**src/rtl/feedback_scheduler_if.sv**
```systemverilog
// Sample handshake plus clause-memory / feedback control bundle for feedback_scheduler.
// master is the scheduler side; slave is the sample source, memory and feedback datapath.
interface feedback_scheduler_if #(
    parameter int unsigned GROUP_IDX_WIDTH = 2
);
    logic                       sample_valid;
    logic                       sample_label;
    logic                       sample_ready;
    logic [GROUP_IDX_WIDTH-1:0] group_idx;
    logic                       mem_rd_en;
    logic                       mem_rd_valid;
    logic                       fb_en;
    logic                       fb_is_positive;
    logic                       fb_type3_en;
    logic                       mem_wr_en;
    logic                       sample_done;

    modport master (
        input  sample_valid, sample_label, mem_rd_valid,
        output sample_ready, group_idx, mem_rd_en, fb_en, fb_is_positive, fb_type3_en,
               mem_wr_en, sample_done
    );

    modport slave (
        output sample_valid, sample_label, mem_rd_valid,
        input  sample_ready, group_idx, mem_rd_en, fb_en, fb_is_positive, fb_type3_en,
               mem_wr_en, sample_done
    );
endinterface

```
**src/rtl/feedback_scheduler.sv**
```systemverilog
// Per-sample training sequencer: walks clause groups (read, wait, feedback, writeback)
// and decides Type III activation per sample from a Galois LFSR.
module feedback_scheduler #(
    parameter int unsigned             CLAUSE_GROUPS   = 4,
    parameter int unsigned             GROUP_IDX_WIDTH = 2,
    parameter int unsigned             LFSR_WIDTH      = 24,
    parameter logic [LFSR_WIDTH-1:0]   LFSR_SEED       = 24'hACE15A,
    parameter int unsigned             T3_MASK_BITS    = 2,
    parameter int unsigned             COUNT_WIDTH     = 16
) (
    input  logic                   clk,
    input  logic                   rst,
    input  logic                   train_en,
    input  logic                   t3_cfg_en,
    feedback_scheduler_if.master   bus,
    output logic                   busy,
    output logic [COUNT_WIDTH-1:0] sample_count
);
    // Right-shifting Galois form of x^24 + x^23 + x^22 + x^17 + 1
    localparam logic [LFSR_WIDTH-1:0] LfsrTaps = LFSR_WIDTH'(24'hE10000);
    localparam logic [GROUP_IDX_WIDTH-1:0] LastGroup = GROUP_IDX_WIDTH'(CLAUSE_GROUPS - 1);

    typedef enum logic [2:0] {StIdle, StRd, StWait, StFb, StWb, StDone} state_e;

    state_e                     state_q, state_d;
    logic [GROUP_IDX_WIDTH-1:0] group_q, group_d;
    logic [LFSR_WIDTH-1:0]      lfsr_q, lfsr_next;
    logic                       pos_q, t3_q;
    logic [COUNT_WIDTH-1:0]     count_q;
    logic                       accept;
    logic                       ready, rd_en, fb_en, wr_en, done;

    assign accept    = (state_q == StIdle) && train_en && bus.sample_valid;
    assign lfsr_next = lfsr_q[0] ? ((lfsr_q >> 1) ^ LfsrTaps) : (lfsr_q >> 1);

    always_ff @(posedge clk) begin
        if (rst) begin
            state_q <= StIdle;
            group_q <= '0;
            lfsr_q  <= LFSR_SEED;
            pos_q   <= 1'b0;
            t3_q    <= 1'b0;
            count_q <= '0;
        end else begin
            state_q <= state_d;
            group_q <= group_d;
            if (accept) begin
                // Type III decision uses the LFSR value before this step
                pos_q  <= bus.sample_label;
                t3_q   <= t3_cfg_en && !bus.sample_label &&
                          (lfsr_q[T3_MASK_BITS-1:0] == '0);
                lfsr_q <= lfsr_next;
            end
            if (state_q == StDone) begin
                count_q <= count_q + COUNT_WIDTH'(1);
            end
        end
    end

    always_comb begin
        state_d = state_q;
        group_d = group_q;
        ready   = 1'b0;
        rd_en   = 1'b0;
        fb_en   = 1'b0;
        wr_en   = 1'b0;
        done    = 1'b0;
        case (state_q)
            StIdle: begin
                ready = train_en;
                if (accept) begin
                    state_d = StRd;
                    group_d = '0;
                end
            end
            StRd: begin
                rd_en   = 1'b1;
                state_d = StWait;
            end
            StWait: begin
                if (bus.mem_rd_valid) begin
                    state_d = StFb;
                end
            end
            StFb: begin
                fb_en   = 1'b1;
                state_d = StWb;
            end
            StWb: begin
                wr_en = 1'b1;
                if (group_q == LastGroup) begin
                    state_d = StDone;
                end else begin
                    group_d = group_q + GROUP_IDX_WIDTH'(1);
                    state_d = StRd;
                end
            end
            StDone: begin
                done    = 1'b1;
                state_d = StIdle;
            end
            default: state_d = StIdle;
        endcase
    end

    assign bus.sample_ready   = ready;
    assign bus.group_idx      = group_q;
    assign bus.mem_rd_en      = rd_en;
    assign bus.fb_en          = fb_en;
    assign bus.fb_is_positive = pos_q;
    assign bus.fb_type3_en    = t3_q;
    assign bus.mem_wr_en      = wr_en;
    assign bus.sample_done    = done;
    assign busy               = (state_q != StIdle);
    assign sample_count       = count_q;
endmodule

```
**src/flat_wrapper.sv**
```systemverilog
// flat-port wrapper written by rule: the top's interface ports become plain ports
module feedback_scheduler_flat 
#(
    parameter int unsigned             CLAUSE_GROUPS   = 4,
    parameter int unsigned             GROUP_IDX_WIDTH = 2,
    parameter int unsigned             LFSR_WIDTH      = 24,
    parameter logic [LFSR_WIDTH-1:0]   LFSR_SEED       = 24'hACE15A,
    parameter int unsigned             T3_MASK_BITS    = 2,
    parameter int unsigned             COUNT_WIDTH     = 16
)
  (clk, rst, train_en, t3_cfg_en, busy, sample_count, bus_sample_valid, bus_sample_label, bus_mem_rd_valid, bus_sample_ready, bus_group_idx, bus_mem_rd_en, bus_fb_en, bus_fb_is_positive, bus_fb_type3_en, bus_mem_wr_en, bus_sample_done);
  feedback_scheduler_if #(.GROUP_IDX_WIDTH(GROUP_IDX_WIDTH)) bus_i ();
  input  logic clk;
  input  logic rst;
  input  logic train_en;
  input  logic t3_cfg_en;
  output logic busy;
  output logic [COUNT_WIDTH-1:0] sample_count;
  input wire logic [$bits(bus_i.sample_valid)-1:0] bus_sample_valid;
  input wire logic [$bits(bus_i.sample_label)-1:0] bus_sample_label;
  input wire logic [$bits(bus_i.mem_rd_valid)-1:0] bus_mem_rd_valid;
  output wire logic [$bits(bus_i.sample_ready)-1:0] bus_sample_ready;
  output wire logic [$bits(bus_i.group_idx)-1:0] bus_group_idx;
  output wire logic [$bits(bus_i.mem_rd_en)-1:0] bus_mem_rd_en;
  output wire logic [$bits(bus_i.fb_en)-1:0] bus_fb_en;
  output wire logic [$bits(bus_i.fb_is_positive)-1:0] bus_fb_is_positive;
  output wire logic [$bits(bus_i.fb_type3_en)-1:0] bus_fb_type3_en;
  output wire logic [$bits(bus_i.mem_wr_en)-1:0] bus_mem_wr_en;
  output wire logic [$bits(bus_i.sample_done)-1:0] bus_sample_done;
  assign bus_i.sample_valid = bus_sample_valid;
  assign bus_i.sample_label = bus_sample_label;
  assign bus_i.mem_rd_valid = bus_mem_rd_valid;
  assign bus_sample_ready = bus_i.sample_ready;
  assign bus_group_idx = bus_i.group_idx;
  assign bus_mem_rd_en = bus_i.mem_rd_en;
  assign bus_fb_en = bus_i.fb_en;
  assign bus_fb_is_positive = bus_i.fb_is_positive;
  assign bus_fb_type3_en = bus_i.fb_type3_en;
  assign bus_mem_wr_en = bus_i.mem_wr_en;
  assign bus_sample_done = bus_i.sample_done;
  feedback_scheduler #(.CLAUSE_GROUPS(CLAUSE_GROUPS), .GROUP_IDX_WIDTH(GROUP_IDX_WIDTH), .LFSR_WIDTH(LFSR_WIDTH), .LFSR_SEED(LFSR_SEED), .T3_MASK_BITS(T3_MASK_BITS), .COUNT_WIDTH(COUNT_WIDTH)) u_core (.clk(clk), .rst(rst), .train_en(train_en), .t3_cfg_en(t3_cfg_en), .bus(bus_i), .busy(busy), .sample_count(sample_count));
endmodule
```
**config.mk**
```make
export PLATFORM = sky130hd
export DESIGN_NAME = feedback_scheduler_flat
export DESIGN_NICKNAME = d
export VERILOG_FILES = /design/src/rtl/feedback_scheduler_if.sv /design/src/rtl/feedback_scheduler.sv /design/src/flat_wrapper.sv
export SDC_FILE = /design/constraint.sdc
export NUM_CORES = 1
export LEC_CHECK = 0
export ABC_AREA = 1
export BUFFER_PORTS_ARGS = -buffer_cell sky130_fd_sc_hd__buf_2
export CAP_MARGIN = 10
export CORE_ASPECT_RATIO = 0.8
export CORE_MARGIN = 2
export CORE_UTILIZATION = 40
export CTS_BUF_LIST = sky130_fd_sc_hd__clkbuf_8
export DETAILED_ROUTE_END_ITERATION = 7
export SKIP_LAST_GASP = 1
export SLEW_MARGIN = 30
export SYNTH_ARGS = -nofsm -noshare
export SYNTH_HDL_FRONTEND = slang
export SYNTH_SLANG_ARGS = --single-unit
```
**constraint.sdc**
```tcl
create_clock -name clk -period 1.25 [get_ports clk]
set_input_delay 0.1875 -clock clk [delete_from_list [all_inputs] [get_ports clk]]
set_output_delay 0.1875 -clock clk [all_outputs]
set_load 0.01 [all_outputs]
```
Yosys cells after proc, flatten, opt, wreduce, memory -nomap -nowiden. Cells that the tools add are included. Widths: inputs -> output; s select.

Input port bits: 7. Memories kept: 0. Bits in read-only memories: 0. RAM bits: 0. Output and inout port bits: 26. Latch bits: 0. Register bits: 47. Logic and storage cells: 42.

Equal/unequal tests: 9. Add/subtract/negate cells: 2. Shift-type cells: 0. Bitwise operators: 1. Mux-type cells: 13. Reductions and logical operators: 11. Div/mod/pow operators: 0. $mul: 0. Magnitude comparators: 0.

Operators with widths (number): $mux 24 (1); $add 16x1->16 const B (1); $pmux 3 s5 (1); $mux 3 (3); $eq 3x2->1 const B (2); $eq 3x3->1 const B (2); $mux 1 (5); $logic_and 1x1->1 (4); $mux 2 (2); $ne 2x2->1 const B (2); $not 3->4 (1); $pmux 2 s2 (1); $eq 3x1->1 const B (1); $logic_not 3->1 (1); $reduce_and 3->1 (1); $reduce_bool 3->1 (1); $add 2x1->2 const B (1); $eq 2x2->1 const B (1); $logic_not 2->1 (1); $ne 2x1->1 const B (1); $reduce_and 2->1 (1); $reduce_bool 2->1 (1); $logic_not 1->1 (1).

Logic depth before layout (Yosys ltp). Gate-level depths: netlist of the first run.

Word-level depth: 5. Mapped depth: 9. Depth with buffers taken out: 8.

Worst setup path after synthesis of the first run. Ideal clock, no wire load.

Path type: register to register. Start: register u_core.count_q[0] (netlist: u_core.sample_count[0]). End: register u_core.count_q[12] (netlist: u_core.sample_count[12]). Stages on the path, launching flop included: 7. Data required time: 1.134 ns. Setup slack: -0.047 ns. Path buffers: 0. Setup time: 0.116 ns. Arrival: 1.181 ns. Period minus slack after synthesis: 1.297 ns. Path through: dfxtp_1 ha_1 nand3_1 nor2_1 nand4_1 o21ai_0 nor2_1.

Word-level cells in the longest chain between the ends: 1.

Ends and longest elaborated chain: from (decl) (line feedback_scheduler.sv:29) `logic [COUNT_WIDTH-1:0] count_q;`; from (signal assigned) (line feedback_scheduler.sv:55) `count_q <= count_q + COUNT_WIDTH'(1);`; $add 16x1->16 (line feedback_scheduler.sv:55).

No other way between the ends. A chain may end at the register's enable or synchronous reset.

Worst setup path in the final report of the first run.
Start: register u_core.state_q[2]. End: output bus_fb_en.

Word-level cells in the longest chain between the ends: 2.

Ends and longest elaborated chain: from (decl) (line feedback_scheduler.sv:25) `state_e state_q, state_d;`; from (signal assigned) (line feedback_scheduler.sv:38) `state_q <= StIdle;`; from (signal assigned) (line feedback_scheduler.sv:45) `state_q <= state_d;`; $eq 3x2->1 (line feedback_scheduler.sv:68) `case (state_q)`; $mux 1 (line feedback_scheduler.sv:68); to (decl) (line flat_wrapper.sv:25) `output wire logic [$bits(bus_i.fb_en)-1:0] bus_fb_en;`.

No other way between the ends.

==> summary by stage, run 1 <==
Clock network
The later pin in the worst-skew pair is clocked with a latency of 0.31 ns. The largest buffer count on any clock path is 2. The total of hold buffers inserted after clock tree synthesis is 0.

The root buffer cell is clkbuf_8. Buffers inserted during clock tree synthesis total 5. The clock net in this run drives a total of 47 sinks. TritonCTS built the clock tree. After clock tree synthesis, the clock-pin slew on the worst setup and hold paths is 0.09 ns.

The maximum level of the CTS H-tree is 2.

Power and ir drop
The power consumption is 4.828 mW. Summed over all cells, the static leakage comes to 1.392 nW. For this design the ratio of total power to cell area is 1511 mW/mm^2. The worst-case vdd ir drop is 1186 uV.

Floorplanning
The total area inside the core boundary comes to 0.004950 mm^2. In this run the horizontal extent of the chip is 83.52 um. For this configuration, the core starts out at a cell density of 40.87%. The die extent in y is 67.61 um. During I/O placement, the number of pins put on the boundary was 33. The initialized floorplan defines 23 standard-cell rows. The die outline area is 0.005646 mm^2.

Worst setup path
Among cell families on the critical path, the largest total delay comes from flip-flops. The largest single stage delay on the critical path is about 0.38 ns. Along the worst path, the maximum fanout reaches 4. The number of buffers and inverters on the critical path is 2. The data required time of the worst path is between 1 and 1.5 ns. The worst setup path is launched from a flop. The slowest library cell on the worst path is dfxtp_4. The kind of capture point of the worst setup path is an output pin.

The critical path class is reg2out. Traced cell by cell, the critical path runs through buf_8, nor3_4, buf_2. Data on the critical path arrives at its endpoint at 1.17 ns.

Logic synthesis
The commonest cells after synthesis are nand2_1, dfxtp_1, a21oi_1. In this run the biggest area consumer among cell types represents 46.51% of the synthesized area. Yosys instantiated no cell more often than nand2_1. The count of flip-flops with a built-in enable after synthesis is 0. The share of async-settable or async-resettable flops after synthesis is 0%. The post-synthesis cell type with the largest combined area is dfxtp_1. The sequential fraction of the synthesis area is 46.51%. Summing every instance area after synthesis gives 0.002023 mm^2.

The number of cells produced by synthesis is 270. In this run, synthesis produced a sequential element count of 47. By area the synthesized netlist is led by dfxtp_1, nand2_1, a21oi_1. Synthesis produced a netlist with a net count of 279.

The most used flip-flop cell after synthesis is dfxtp_1. A synthesized cell averages 7.493 um^2. In this run, distinct cell masters in the synthesized netlist total 28.

Yosys printed 0 warnings.

Finish
The layout filler cell count is 418. The fraction of layout cells with a size suffix above 1 is 47.66%. The antenna diode count is 0.

The relative area change from synthesis to final layout is 57.88%. After the last flow step, the layout net total stands at 350. The finished cells cover around 0.0032 mm^2.

Place
The last weighted congestion value of the routability-driven placer is 0.8331. The number of input and output port buffers inserted is 32. In this run the cell area measured after placement is 0.002380 mm^2. Prior to clock tree synthesis, the placed netlist has a worst setup slack of -0.06526 ns.

Detailed placement finished with a half-perimeter wire length of 2949 um.

STA
The routed design could run at a clock period as short as 1.359 ns. The post-route clock skew is 0.009598 ns. Once routing completed, OpenROAD measured the worst setup slack at -0.1095 ns.

Setup repair after global routing could not meet its margin everywhere. Based on the critical path, the design can be clocked at up to 735.6 MHz. Setup violations remaining at the end of the flow were counted as 27. The final-report hold violation count is 0. At the pin with the least slew margin, the transition time is 0.3334 ns.

The worst slew slack as a fraction of its limit is 77.60%. The post-route clock period utilization is 108.8%. The number of max-slew violations in the final report was 0.

GRT
The global routing's busiest layer is met2. For this run the aggregate overflow at the end of global routing stands at 0. The met2 demand-to-capacity share in global routing is 25.50%. The first-pass GRT wire length is 7638 um. The number of antenna violations at the first check in global routing came to 0. Global routing consumed, on the met3 layer, 5.379% of the routing resources. The global-route usage over all layers is 17.50%.

In the global route stage, met1 resource usage came out at 24.12%. The largest net degree at the start of global routing is 21. The number of global-route vias before repair came to 1648.

Detailed routing
Summing over every cut layer, the via total after detailed routing is 1942. The first detailed-routing pass ran for 4 iterations. The final layout contains routed wiring with a total length of 5289 um.

The antenna violation net count after detailed routing is 0. The count of routing violations after the opening detailed-route iteration is 108. The average routed wire per standard cell is 13.09 um.

The number of remaining DRC errors is 0. Dividing the detail-routed via count by the number of cells gives 4.807.

Run status
The final reports fail on negative setup slack. The flow ran to the end, but the final reports show violations.

Hold path
The min-delay analysis places its worst path in the category in2reg.

Run
Max-cap violations in this run came to 0.
==> cells in the final DEF, fill, tap and decap left out, drive strengths merged <==
cell type	count
a211oi	1
a21oi	27
buf	72
bufinv	2
clkbuf	8
clkinvlp	1
dfxtp	47
ha	2
inv	24
nand2	77
nand3	25
nand4	4
nor2	27
nor3	7
nor4	2
o211ai	1
o21a	1
o21ai	6
o21bai	1
xnor2	1
xor2	6
==> cell type report <==
cell class / count / area, um^2 / area share [%]
Multi-Input combinational cell: 188 / 1291 / 40.42
Sequential cell: 47 / 949.7 / 29.73
Timing Repair Buffer: 75 / 631.9 / 19.78
Inverter: 24 / 107.6 / 3.369
Tap cell: 62 / 77.57 / 2.429
Clock buffer: 5 / 68.82 / 2.154
Clock inverter: 3 / 67.56 / 2.115
==> what timing repair did <==
item / in CTS / in global routing
buffers inserted: 8 / 7
pin swaps: 8 / 27
setup endpoints to repair: 13 / 50
resized for setup: 25 / 101
endpoints found under the hold margin: 0 / 0
cloned: 0 / 4
==> logic make-up (layout without fill, tap and decap cells) <==
| logic type | after synthesis | after routing | share of synthesized area (%) |
|---|---|---|---|
| AO/OA/AOI/OAI | 37 | 37 | 9.648 |
| XOR/XNOR | 7 | 7 | 3.030 |
| adder cells (fa/ha/maj) | 2 | 2 | 1.237 |
| buffers and inverters | 35 | 107 | 8.225 |
| flip-flops | 47 | 47 | 46.51 |
| AND/OR/NAND/NOR | 142 | 142 | 31.35 |
==> metal layers <==
metal | share of wire [%] | routed length, um
met2 | 45 | 2388
met1 | 49 | 2591
met4 | 1.2 | 63
met5 | 0 | 0
met3 | 4.7 | 246
==> worst min-delay path, cell delays in order <==
cell	delay [ns]
buf_2	0.10
nand2_1	0.05
a21oi_1	0.05
==> metrics by stage <==
step | cells | util, % | TNS, ns | hold WS, ns
2_1_floorplan | 270 | - | 0 | 0.3304
3_3_place_gp | 377 | 48.08 | -0.02697 | 0.4402
3_5_place_dp | 377 | 48.08 | -0.09278 | 0.4447
4_1_cts | 393 | 53.77 | -0.8472 | 0.1193
5_1_grt | 404 | 64.53 | -4.038 | 0.1254
6_report | 404 | 64.53 | -1.442 | 0.1302
==> where the power goes <==
| part | internal (mW) | switching, mW |
|---|---|---|
| Sequential | 1.68 | 0.163 |
| Combinational | 0.787 | 0.843 |
| Clock | 0.798 | 0.554 |
==> state kept, by name, indices dropped and copies added, names as in the netlist <==
signal                     cells
u_core.lfsr_q                 24
u_core.sample_count           16
u_core.state_q                 3
u_core.bus.group_idx           2
u_core.bus.fb_is_positive      1
u_core.bus.fb_type3_en         1
==> worst paths after layout <==
path	to	depth (start not counted)	start	slack [ns]
setup / recovery	bus_fb_en	3	u_core.state_q[2]	-0.11
hold / removal	u_core.bus.fb_is_positive	3	bus_sample_label	0.13
setup reg to reg	u_core.lfsr_q[19]	8	u_core.state_q[0]	-0.09
hold reg to reg	u_core.lfsr_q[14]	2	u_core.lfsr_q[15]	0.47
No activity file was read; power rests on OpenSTA's default activity.
==> run 2: changes to the inputs <==
--- a/config.mk
+++ b/config.mk
@@ -9,7 +9,7 @@
 export BUFFER_PORTS_ARGS = -buffer_cell sky130_fd_sc_hd__buf_2
 export CAP_MARGIN = 10
 export CORE_ASPECT_RATIO = 0.8
-export CORE_MARGIN = 2
+export CORE_MARGIN = 8
 export CORE_UTILIZATION = 40
 export CTS_BUF_LIST = sky130_fd_sc_hd__clkbuf_8
 export DETAILED_ROUTE_END_ITERATION = 7
==> run 2 against run 1 <==
Compared with the run above: the flow still finishes with violations (negative setup slack); worst setup slack improved by 0.0084 ns; critical path type unchanged; cell area decreased by 2.2%; non-clock buffer count decreased by 9.
==> summary by stage, run 2 (synthesis results as in run 1) <==
STA
The worst pin sits at a relative slew slack of 76.98%. The number of max-slew violations in the final report is 0. Based on the critical path, the design can be clocked at up to 740.1 MHz. Summed over all failing endpoints, the final setup total negative slack is -1.533 ns.

For the pin with the worst max-slew slack, the measured transition is 0.3448 ns. The final critical path takes up 108.1% of the cycle. The final critical delay including setup and external delays is 1.351 ns.

Setup repair after global routing could not meet its margin everywhere. Setup violations remaining at the end of the flow were counted as 36. The worst setup slack after layout is -0.1011 ns. The post-route clock skew is roughly 0.0047 ns. The final-report hold violation count is 0.

Hold path
The class of the tightest hold or removal check is in2reg. The worst hold path depth is 3. The worst hold endpoint is u_core.bus.fb_is_positive. The startpoint identified for the worst hold timing path is bus_sample_label.

Detailed routing
Using the TritonRoute via totals, the vias-per-cell ratio works out to 4.932. The routed wire length is 5462 um. Across all layers, the routed design uses 1948 vias. After detailed routing, the number of remaining DRC violations is 0. The number of detailed-route iterations in the first pass is 4. Dividing the detail-routed wire length by the instance count gives 13.83 um. The detail route stage leaves a number of antenna-violating nets equal to 0. After the first detailed-routing iteration, the DRC count stood at 98.

Clock network
At the later pin of the worst-skew pair, clock insertion delay measures between 0.2 and 0.3 ns. TritonCTS built the clock tree. The register clock-pin slew on the reported worst setup and hold paths is around 0.090 ns. The H-tree was split into 2 levels. The total clock buffers created by CTS is 5. For this design, the sink count on the clock tree is between 40 and 50. The root buffer cell is clkbuf_8.

The largest buffer count on any clock path is 2.

Worst setup path
The number of cell instances on the worst register-to-register path is 8. The reg-to-reg endpoint is u_core.bus.fb_is_positive. The startpoint kind of the worst setup timing path is a flop. Data arrives at the worst endpoint at 1.16 ns. The data required time of the worst path is around 1.1 ns. The setup path with the least slack is of type reg2out. The kind of capture point of the worst setup path is an output pin. The worst register-to-register path begins at u_core.state_q[1]. The peak fanout along the critical path is 6. The register-to-register path setup slack is -0.09 ns.

Power and ir drop
Overall power consumption after layout is estimated at between 4 and 5 mW. The combinational fraction of design power is 34.6%. The portion of total power attributed to sequential cells is 40.3%. Summed over all nets, the switching power comes to 1.543 mW.

In this run switching power makes up 33.39% of total power. The internal power is 3.077 mW. The power density over the cells is approximately 1500 mW/mm^2. The static power due to leakage is 1.401 nW. The part of the total power dissipated in the clock network is 25.0%. IR analysis of the VDD net gives a maximum drop of between 1000 and 1500 uV.

Floorplanning
The total area inside the core boundary comes to 0.004950 mm^2. The initial utilization of the core area, before any placement, comes to 40.87%. Measured along the y axis, the die boundary spans 79.61 um. For this design the top-level I/O count stands at 33.

The die outline area is ~0.0076 mm^2. The die span in x is about 96 um. After floorplanning, the core was divided into 23 placement rows.

GRT
Global routing finished with a remaining overflow of 0. The first-pass GRT wire length is 8273 um. The number of antenna violations at the first check in global routing is 0. The number of global-route vias before repair came to between 1500 and 2000. Entering global routing, the biggest net connects 27 pins. The global-route usage over all layers is 13.30%.

Place
The last weighted congestion value of the routability-driven placer is 0.7876. The sum of net half-perimeters after detailed placement is between 3000 and 4000 um. The number of input and output port buffers inserted is 32. The number of placed instances, taps included is 373.

Finish
The count of non-filler cells in the finished layout is 395. The antenna diode count is 0. The fraction of layout cells with a size suffix above 1 is 47.45%. The top register by number of flip-flops is u_core.lfsr_q.

The library cell used most frequently in the layout, excluding fill and tap cells, is nand2_1. The relative area change from synthesis to final layout is 54.36%. The register with the most flip-flops in the layout has 24 of them. The top cell types in the final layout, fill and taps aside, are nand2_1, dfxtp_1, buf_2, nor2_1, nand2_4. After the last flow step, the layout net total stands at 341.

Run status
The final reports fail on negative setup slack. The flow ran to the end, but the final reports show violations.

Run
Across the run, the number of max-cap violations was 0.
-- run 2: critical path, cell delays in order (launching register included) --
cell and delay (ns):
dfxtp_2 0.37, clkinv_4 0.08, buf_6 0.12, nand3_4 0.12, inv_4 0.06, buf_6 0.12
-- run 2: through the flow --
stage / util (%) / setup WS [ns] / hold slack [ns] / instance area, um^2
3_5_place_dp: 47.98 / -0.05080 / 0.4473 / 2375
2_1_floorplan: - / 0.008294 / 0.3304 / 2026
5_1_grt: 63.09 / -0.1743 / 0.1445 / 3123
4_1_cts: 53.08 / -0.06923 / 0.1405 / 2628
3_3_place_gp: 47.98 / -0.005605 / 0.4378 / 2375
6_report: 63.09 / -0.1011 / 0.1619 / 3123
-- run 2: what timing repair did --
action / in CTS / in global routing
pin swaps: 2 / 21
gates resized for setup: 25 / 99
cloned: 0 / 3
hold buffers: 0 / 0
setup endpoints to repair: 20 / 49
setup buffers: 6 / 5
-- run 2: cell type report --
class	instances	area (um^2)
fillers	417	1827
repair buffers	66	566.8
clock buffers	6	82.58
inverters	24	105.1
multi-input cells	188	1306
well taps	62	77.57
flip-flops and latches	47	949.7
clock inverters	2	35.03
-- run 2: worst max-delay path by stage --
stage                                 startpoint                       to  slack, ns  depth (start not counted)
after floorplan           u_core.sample_count[0]  u_core.sample_count[12]      0.008                          6
after global placement         u_core.state_q[2]  u_core.sample_count[13]     -0.006                          5
after detailed placement       u_core.state_q[2]  u_core.sample_count[15]      -0.05                          6
after CTS                      u_core.state_q[1]                bus_fb_en      -0.07                          4
after global routing           u_core.state_q[0]         bus_sample_ready      -0.17                          5
final                          u_core.state_q[1]          bus_sample_done      -0.10                          5
-- run 2: power groups by stage --
stage	registers (mW)	clock network, mW	logic (mW)
after floorplan	1.83	0	0.661
after global placement	1.83	0	0.990
after detailed placement	1.83	0	0.999
after CTS	1.80	1.17	1.13
after global routing	1.89	1.24	1.74
final	1.86	1.16	1.60
-- run 2: routing by layer --
| metal | track usage [%] | part of all wire [%] | vias up |
|---|---|---|---|
| met5 | 0 | 0 | - |
| met4 | 3.522 | 0.49 | 0 |
| met3 | 3.947 | 4.8 | 2 |
| met2 | 19.63 | 46 | 45 |
| met1 | 18.32 | 49 | 907 |
| li1 | - | - | 994 |
==> run 3: changes to the inputs <==
--- a/config.mk
+++ b/config.mk
@@ -13,6 +13,7 @@
 export CORE_UTILIZATION = 40
 export CTS_BUF_LIST = sky130_fd_sc_hd__clkbuf_8
 export DETAILED_ROUTE_END_ITERATION = 7
+export HOLD_SLACK_MARGIN = 0.12
 export SKIP_LAST_GASP = 1
 export SLEW_MARGIN = 30
 export SYNTH_ARGS = -nofsm -noshare
==> constraint.sdc (replaced) <==
create_clock -name clk -period 1.3 [get_ports clk]
set_input_delay 0.195 -clock clk [delete_from_list [all_inputs] [get_ports clk]]
set_output_delay 0.195 -clock clk [all_outputs]
set_load 0.01 [all_outputs]
==> run 3 against run 2 <==
Compared with the run above: the flow still finishes with violations (negative setup slack); cell area fell by 14%; worst setup slack improved by 0.062 ns; total power shrank 19%; largest cell class unchanged; largest power group unchanged.
==> summary by stage, run 3 (synthesis results as in run 1) <==
Run status
The run finished, with violations left. The checks that failed: negative setup slack.

STA
After layout, the minimum clock period comes to about 1.3 ns. The upper clock frequency limit is 746.8 MHz. Setup violations remaining at the end of the flow were counted as 4. After layout, the worst path uses 103.0% of the clock period.

The worst slew slack as a fraction of its limit is between 70% and 80%. The final-report hold violation count came to 0. Setup repair after global routing could not meet its margin everywhere. The minimum hold slack is about 0.16 ns. Summed over all failing endpoints, the final setup total negative slack is -0.06811 ns. For the pin with the worst max-slew slack, the measured transition is 0.3171 ns. The number of max-slew violations in the final report is 0. Across all setup checks in the final design, the least slack found is -0.03911 ns. The post-route clock skew is 0.008107 ns.

Finish
In the final layout, the share of cells above drive strength 1 is 30.58%. For this run, the post-layout net count is 336. The repair_antennas step left the layout with diodes totalling 0. The flip-flop count of the largest register after layout is 24. The top register by number of flip-flops is u_core.lfsr_q.

The relative area change from synthesis to final layout is 32.22%. The design area is 0.002675 mm^2. The library cell used most frequently in the layout, excluding fill and tap cells, is nand2_1. In the layout the commonest cells are nand2_1, dfxtp_1, buf_2, a21oi_1, nor2_1.

Detailed routing
The met1 wire length is roughly 2500 um. The detailed-routed wire length on met2 is 1969 um. The routed wire length is between 4000 and 5000 um.

The count of nets left with antenna violations once routing finished came out at 0. The highest signal layer in the routed design is met4. The via density per instance is 4.753. Detailed routing placed a total of approximately 200 um of wire on met3. In this run, the number of DRC markers left after iteration 0 of detailed routing was 145. The average routed wire per standard cell is about 12 um. For this run, the detailed router's first-pass iteration total came to 4. The number of remaining DRC errors is 0. For this block, the via count after detailed routing is 1849.

Worst setup path
On the worst path, the slowest cell contributes a delay of between 0.3 and 0.4 ns. STA puts the critical path data required time at 1.11 ns. For the worst setup path, the data arrival time is between 1 and 1.5 ns. The kind of capture point of the worst setup path is an output pin. The largest individual stage delay along the critical path comes from the cell dfxtp_2. Together, buffers and inverters on the worst path number 3. The critical path class is reg2out. The signal on the critical path passes through inv_4, buf_6, nor3_4, buf_2. The startpoint kind of the worst setup timing path is a flop.

The largest delay contributor family on the critical path is flip-flops. Of all nets on the critical path, the largest fanout is 3.

Clock network
The maximum level of the CTS H-tree is 2. The total clock buffers created by CTS is 5. The root buffer cell is clkbuf_8. TritonCTS built the clock tree.

The largest buffer count on any clock path is 2. Clock latency on the worst-skew pair, taken at its later pin, is 0.29 ns. The clock net in this run drives a total of 47 sinks. Clock-pin slew was measured on the worst setup and hold paths at 0.08 ns.

GRT
The number of antenna violations at the first check in global routing came to 0. The number of global-route vias before repair is 1717. Entering global routing, the biggest net connects 18 pins. The overflow left after global routing is 0.

The first-pass GRT wire length is slightly below 8000 um. In the global route stage, overall resource usage came out at 12.76%.

Power and ir drop
The static power due to leakage is 1.179 nW. The power density over the cells is approximately 1400 mW/mm^2. VDD sags by at most between 800 and 900 uV.

Floorplanning
Once the floorplan was initialized, standard cells occupied 40.87% of the core. The total core area is slightly below 0.005 mm^2. The number of rows in the core area is 23.

The number of top-level pins is 33. In this run the vertical extent of the chip is 79.61 um. The die covers ~0.0076 mm^2. The die span in x is 95.52 um.

Place
The sum of net half-perimeters after detailed placement is 3327 um. The number of input and output port buffers inserted is 32. In this run the cell area measured after placement is 0.002370 mm^2.

The last weighted congestion value of the routability-driven placer is 0.7696. The setup slack at placement is about 0.019 ns.

Hold path
The class of the tightest hold or removal check is in2reg.

Run
Max-cap violations in this run came to 0.
## run 3: power breakdown
group          switching, mW  internal [mW]
Combinational          0.626          0.509
Clock                  0.463          0.418
Sequential             0.117           1.62
Total                   1.21           2.54
## run 3: worst paths after layout
path / from / cells after the start / endpoint / slack, ns
max: u_core.state_q[1] / 4 / bus_fb_en / -0.04
min: bus_sample_label / 3 / u_core.bus.fb_is_positive / 0.16
max reg2reg: u_core.state_q[1] / 7 / u_core.lfsr_q[21] / 0.03
min reg2reg: u_core.lfsr_q[20] / 2 / u_core.lfsr_q[19] / 0.46
## run 3: final cells by class
type | count | area (um^2)
Clock inverter | 1 | 5.005
Fill cell | 494 | 2275
Sequential cell | 47 | 948.4
Timing Repair Buffer | 61 | 440.4
Clock buffer | 6 | 82.58
Inverter | 24 | 102.6
Multi-Input combinational cell | 188 | 1018
Tap cell | 62 | 77.57
## run 3: repair_timing
action / in CTS / in global routing
pin swaps: 3 / 7
hold buffers: 0 / 0
resized for setup: 18 / 30
hold endpoints to repair: 0 / 0
endpoints found under the setup margin: 6 / 44
buffers inserted: 3 / 3
## run 3: per-stage QoR
step	std cells	utilization, %	total power [mW]
6_report	389	54.04	3.750
5_1_grt	389	54.04	4.013
4_1_cts	386	51.31	3.660
3_5_place_dp	376	47.88	2.698
3_3_place_gp	376	47.88	2.692
2_1_floorplan	270	-	2.393
## run 3: worst reg2reg max path, cell delays in order, from the launching register on
cell	delay, ns
dfxtp_2	0.34
inv_4	0.07
nand2_2	0.11
nor2_4	0.16
nand3_4	0.13
buf_8	0.18
a21oi_1	0.12
o21ai_1	0.07
## run 3: per-layer routing
layer	vias up	GRT usage, %
met2	34	18.18
met3	5	2.820
li1	982	-
met4	0	5.054
met1	828	18.07
met5	-	0
